<file path="config.mk">
export PLATFORM = sky130hd
export DESIGN_NAME = im_loader
export DESIGN_NICKNAME = d
export VERILOG_FILES = /design/src/rtl/im_loader_pkg.sv /design/src/rtl/im_loader_cksum.sv /design/src/rtl/im_loader.sv
export SDC_FILE = /design/constraint.sdc
export NUM_CORES = 1
export LEC_CHECK = 0
export BUFFER_PORTS_ARGS = -buffer_cell sky130_fd_sc_hd__buf_2
export CORE_MARGIN = 5
export CORE_UTILIZATION = 52
export CTS_CLUSTER_SIZE = 8
export DETAILED_ROUTE_END_ITERATION = 16
export GPL_TIMING_DRIVEN = 0
export PLACE_DENSITY = 0.83
export SYNTH_ARGS = -nofsm -noshare
export SYNTH_HDL_FRONTEND = slang
export SYNTH_HIERARCHICAL = 1
export SYNTH_SLANG_ARGS = --single-unit
</file>
<file path="constraint.sdc">
create_clock -name clk -period 2 [get_ports clk]
set_input_delay 0.2 -clock clk [delete_from_list [all_inputs] [get_ports clk]]
set_output_delay 0.2 -clock clk [all_outputs]
set_load 0.005 [all_outputs]
</file>
<file path="src/rtl/im_loader_pkg.sv">
// im_loader_pkg: shared state codes and widths for the instruction-memory loader
package im_loader_pkg;
  localparam int ADDR_W_DEF = 10;
  localparam int CK_W = 32;
  localparam logic [2:0] S_IDLE  = 3'd0;
  localparam logic [2:0] S_LOAD  = 3'd1;
  localparam logic [2:0] S_CHECK = 3'd2;
  localparam logic [2:0] S_DRAIN = 3'd3;
  localparam logic [2:0] S_RUN   = 3'd4;
  localparam logic [2:0] S_ERR   = 3'd5;
endpackage

</file>
<file path="src/rtl/im_loader_cksum.sv">
// ld_cksum: running 32-bit modular sum of loaded words
// Ports: clk, rst (sync, active high), clear (restart sum), add_en (accumulate data), data in, sum out.
module ld_cksum
  import im_loader_pkg::*;
(
  input  logic            clk,
  input  logic            rst,
  input  logic            clear,
  input  logic            add_en,
  input  logic [CK_W-1:0] data,
  output logic [CK_W-1:0] sum
);
  logic [CK_W-1:0] sum_q, sum_d;
  always_comb sum_d = clear ? '0 : add_en ? sum_q + data : sum_q;
  always_ff @(posedge clk) begin
    if (rst) sum_q <= '0;
    else sum_q <= sum_d;
  end
  assign sum = sum_q;
endmodule

</file>
<file path="src/rtl/im_loader.sv">
// im_loader: streams a program into instruction memory, then releases the core from reset
// Ports: start/len_m1 request a load of len_m1+1 words; in_valid/in_ready/in_data carry the words;
// im_we/im_addr/im_din write the memory; cpu_rst/done/err report the phase.
// Build option: IM_LOADER_CHECKSUM_EN appends a checksum word compared against the sum of the data words.
module im_loader
  import im_loader_pkg::*;
#(
  parameter int ADDR_W = ADDR_W_DEF
) (
  input  logic              clk,
  input  logic              rst,
  input  logic              start,
  input  logic [ADDR_W-1:0] len_m1,
  input  logic              in_valid,
  input  logic [31:0]       in_data,
  output logic              in_ready,
  output logic              im_we,
  output logic [ADDR_W-1:0] im_addr,
  output logic [31:0]       im_din,
  output logic              cpu_rst,
  output logic              done,
  output logic              err
);
  logic [2:0] state_q, state_d;
  logic [ADDR_W-1:0] cnt_q, cnt_d, len_q, len_d, addr_q, addr_d;
  logic [31:0] din_q, din_d;
  logic we_q, we_d;
  logic hs, fire;
  assign hs = in_valid && in_ready;
  assign fire = start && (state_q == S_IDLE || state_q == S_RUN || state_q == S_ERR);
`ifdef IM_LOADER_CHECKSUM_EN
  localparam logic [2:0] S_TAIL = S_CHECK;
  logic [CK_W-1:0] sum;
  ld_cksum u_cksum (
    .clk    (clk),
    .rst    (rst),
    .clear  (fire),
    .add_en (hs && state_q == S_LOAD),
    .data   (in_data),
    .sum    (sum)
  );
  assign in_ready = state_q == S_LOAD || state_q == S_CHECK;
  assign err = state_q == S_ERR;
`else
  localparam logic [2:0] S_TAIL = S_DRAIN;
  assign in_ready = state_q == S_LOAD;
  assign err = 1'b0;
`endif
  always_comb begin
    state_d = state_q;
    cnt_d = cnt_q;
    len_d = len_q;
    addr_d = addr_q;
    din_d = din_q;
    we_d = 1'b0;
    if (fire) begin
      state_d = S_LOAD;
      len_d = len_m1;
      cnt_d = '0;
      addr_d = '0;
    end
    if (state_q == S_LOAD && hs) begin
      we_d = 1'b1;
      addr_d = cnt_q;
      din_d = in_data;
      cnt_d = cnt_q + ADDR_W'(1);
      state_d = cnt_q == len_q ? S_TAIL : S_LOAD;
    end
`ifdef IM_LOADER_CHECKSUM_EN
    if (state_q == S_CHECK && hs) state_d = in_data == sum ? S_DRAIN : S_ERR;
`endif
    if (state_q == S_DRAIN) state_d = S_RUN;
  end
  always_ff @(posedge clk) begin
    if (rst) begin
      state_q <= S_IDLE;
      cnt_q <= '0;
      len_q <= '0;
      addr_q <= '0;
      din_q <= '0;
      we_q <= 1'b0;
    end else begin
      state_q <= state_d;
      cnt_q <= cnt_d;
      len_q <= len_d;
      addr_q <= addr_d;
      din_q <= din_d;
      we_q <= we_d;
    end
  end
  assign im_we = we_q;
  assign im_addr = addr_q;
  assign im_din = din_q;
  assign cpu_rst = state_q != S_RUN;
  assign done = state_q == S_RUN;
endmodule

</file>
==> run metrics <==
Hold Slack=0.0862 ns; switching share of power=0.243; CTS tree=yes; pin count of the biggest net entering global routing=13; Leak=1.45 nW; DR DRC count=0; share of cells above drive strength 1=0.281; Final Hold Vio Count=0; global route total overflow=0; # resized after CTS=0; syn_area_per_cell=7.97 sq um; Routability Congestion=0.854; Place WS=0.470 ns; worst path cell trace=and4bb_2 -> a21oi_1 -> nor2_1 -> a211oi_1; Root Driver=clkbuf_8; asr flop ratio synth=0; vias in the first global route=2408; cell family with most CP delay=compound AO/OA/AOI/OAI gates; Die ar.=6460 sq um; Initial DRC Count=120; largest cells by area after synthesis=dfxtp_1, nand2_1, a21oi_1; Tot GR Track Use=0.209; DIE WIDTH=80.4 microns; P_int=0.00222 W; clk sinks=66; Yosys reg bits=66; CTS buffer count=9; Hold Path Class=in2reg; CP startpoint=state_q[1]; post-route setup TNS=0 ns; Initial Util=0.542; CP Launch Type=flip-flop; post-route setup slack=0.448 ns; Post-synth EDFFs=0; Fmax=0.645 GHz; status=complete, no violations; Pins Over Slew Limit=0; io pins=93; sequential element share of the synthesized area=0.513; Worst R2R Start=state_q[1]; cell taking the most area after synthesis=dfxtp_1; buffers plus inverters on the worst setup path=0; hold path startpoint=in_data[23]; Final Setup Violations=0; hold buffer count at cts=0; postcts setup bufs=0; Final period util=0.776; Layout area overhead=29.8%; Worst Path Arrival=1.81 ns; H-tree Lvls=3; Placement Cell Area=3110 sq um; Primary FF master, synth=dfxtp_1; Via-to-Cell Ratio=5.12; final instance area=3340 sq um; register clock-pin slew on the reported worst setup and hold paths=0.08 ns; Worst Skew=0.0109 ns; area of the mapped netlist=2570 sq um; chip height=80.4 microns; Switch Pwr=0.000712 W; final WL=6520 microns; Syn. warnings=6; WP data required=2.26 ns; Mapped Nets=370; DR pass1 iterations=4; Worst path slowest cell=dfxtp_1; fillcell total=427; first-pass GRT wire length=10600 microns; final layout net count=472; Buffers on Ports=91; Critical Path Max Stage Delay=0.44 ns; post-synth top area share=0.513; count leader, synth=nand2_1; min cycle time layout=1.55 ns; WS Path Type=reg2reg; Cell variety after synth=40; area of the multi-input gates=1130 sq um; sequential cell fraction of total power=0.476; power share of the combinational group=0.095; Final ANT Viol Nets=0; Vias=2544; Pwr Density=877 nW/um^2; slew margin rel.=0.641; crit path max fanout=8; register area=1320 sq um; most frequent cells after synthesis=nand2_1, dfxtp_1, a21oi_1; Rows=25; DP HPWL=4800 microns; clock power share=0.429; DR WL/cell=13.1 microns; Max Cap Viol=0; RSZ-0062 raised after global routing=no; antenna cells=0; clk_lat worst skew=0.35 ns; initial antenna violation count=0; maximum VDD drop=0.000741 V; Worst Tran Pin Value=0.539 ns; Core ar.=4750 sq um; synthesized instance count=323; CP Capture Type=flip-flop; Max clock buf depth=2
-- worst paths after layout --
check | depth (start not counted) | end | slack (ns)
max | 4 | cnt_q[2] | 0.45
min | 3 | im_din[23] | 0.09
max reg2reg | 4 | cnt_q[2] | 0.45
min reg2reg | 2 | im_din[10] | 0.45
-- kinds of logic (layout without fill, tap and decap cells) --
family | Yosys count | after routing | synth area share
mux | 1 | 1 | 0.00437
other cells | 1 | 1 | 0.00146
simple gates | 142 | 142 | 0.241
buf+inv | 28 | 135 | 0.0471
xor+xnor | 10 | 10 | 0.0340
flops | 66 | 66 | 0.513
fa+ha+maj | 1 | 1 | 0.00486
compound gates | 74 | 74 | 0.154
-- flip-flops by register name, indices dropped and copies added, names as in the netlist --
name	flops
len_q	10
state_q	3
im_addr	10
cnt_q	10
im_we	1
im_din	32
-- worst min-delay path: stages --
cell     delay (ns)
buf_2          0.10
nand2_1        0.04
a21oi_1        0.05
-- power groups by stage --
stage | clock network [W] | registers [W] | logic, W
detailed placement | 0 | 0.00142 | 0.000281
floorplan | 0 | 0.00142 | 0.000156
global placement | 0 | 0.00142 | 0.000273
global route | 0.00135 | 0.00140 | 0.000316
finish | 0.00126 | 0.00139 | 0.000280
CTS | 0.00127 | 0.00139 | 0.000282
-- metrics by stage --
stage,cells,util,total power [W]
floorplan,323,-,0.00158
global placement,481,0.655,0.00169
detailed placement,481,0.655,0.00170
CTS,497,0.703,0.00295
global route,497,0.703,0.00306
finish,497,0.703,0.00293
-- layout by cell type (no fill, tap or decap), drive strengths merged, types with 2 or more instances in the layout --
cell and instances:
bufinv 2, xnor2 6, dfxtp 66, nor2 12, a21oi 63, nand2 97
xor2 4, nand3b 2, clkbuf 24, o21ai 2, nand3 13, a211oi 2
buf 102, nand4 5, inv 3, clkinv 3
-- routing by layer --
layer	GRT usage	wire length [microns]
met1	0.241	2720
met2	0.357	3160
met3	0.0538	524
met4	0.105	112
met5	0	0
-- final cells by class --
| cell class | count | share of cell area |
|---|---|---|
| flip-flops and latches | 66 | 0.395 |
| multi-input cells | 229 | 0.339 |
| repair buffers | 91 | 0.136 |
| clock buffers | 10 | 0.0412 |
| plain buffers | 25 | 0.0329 |
| clock inverters | 6 | 0.0270 |
| well taps | 67 | 0.0251 |
| inverters | 3 | 0.00337 |
Power figures use the tool's default switching activity.
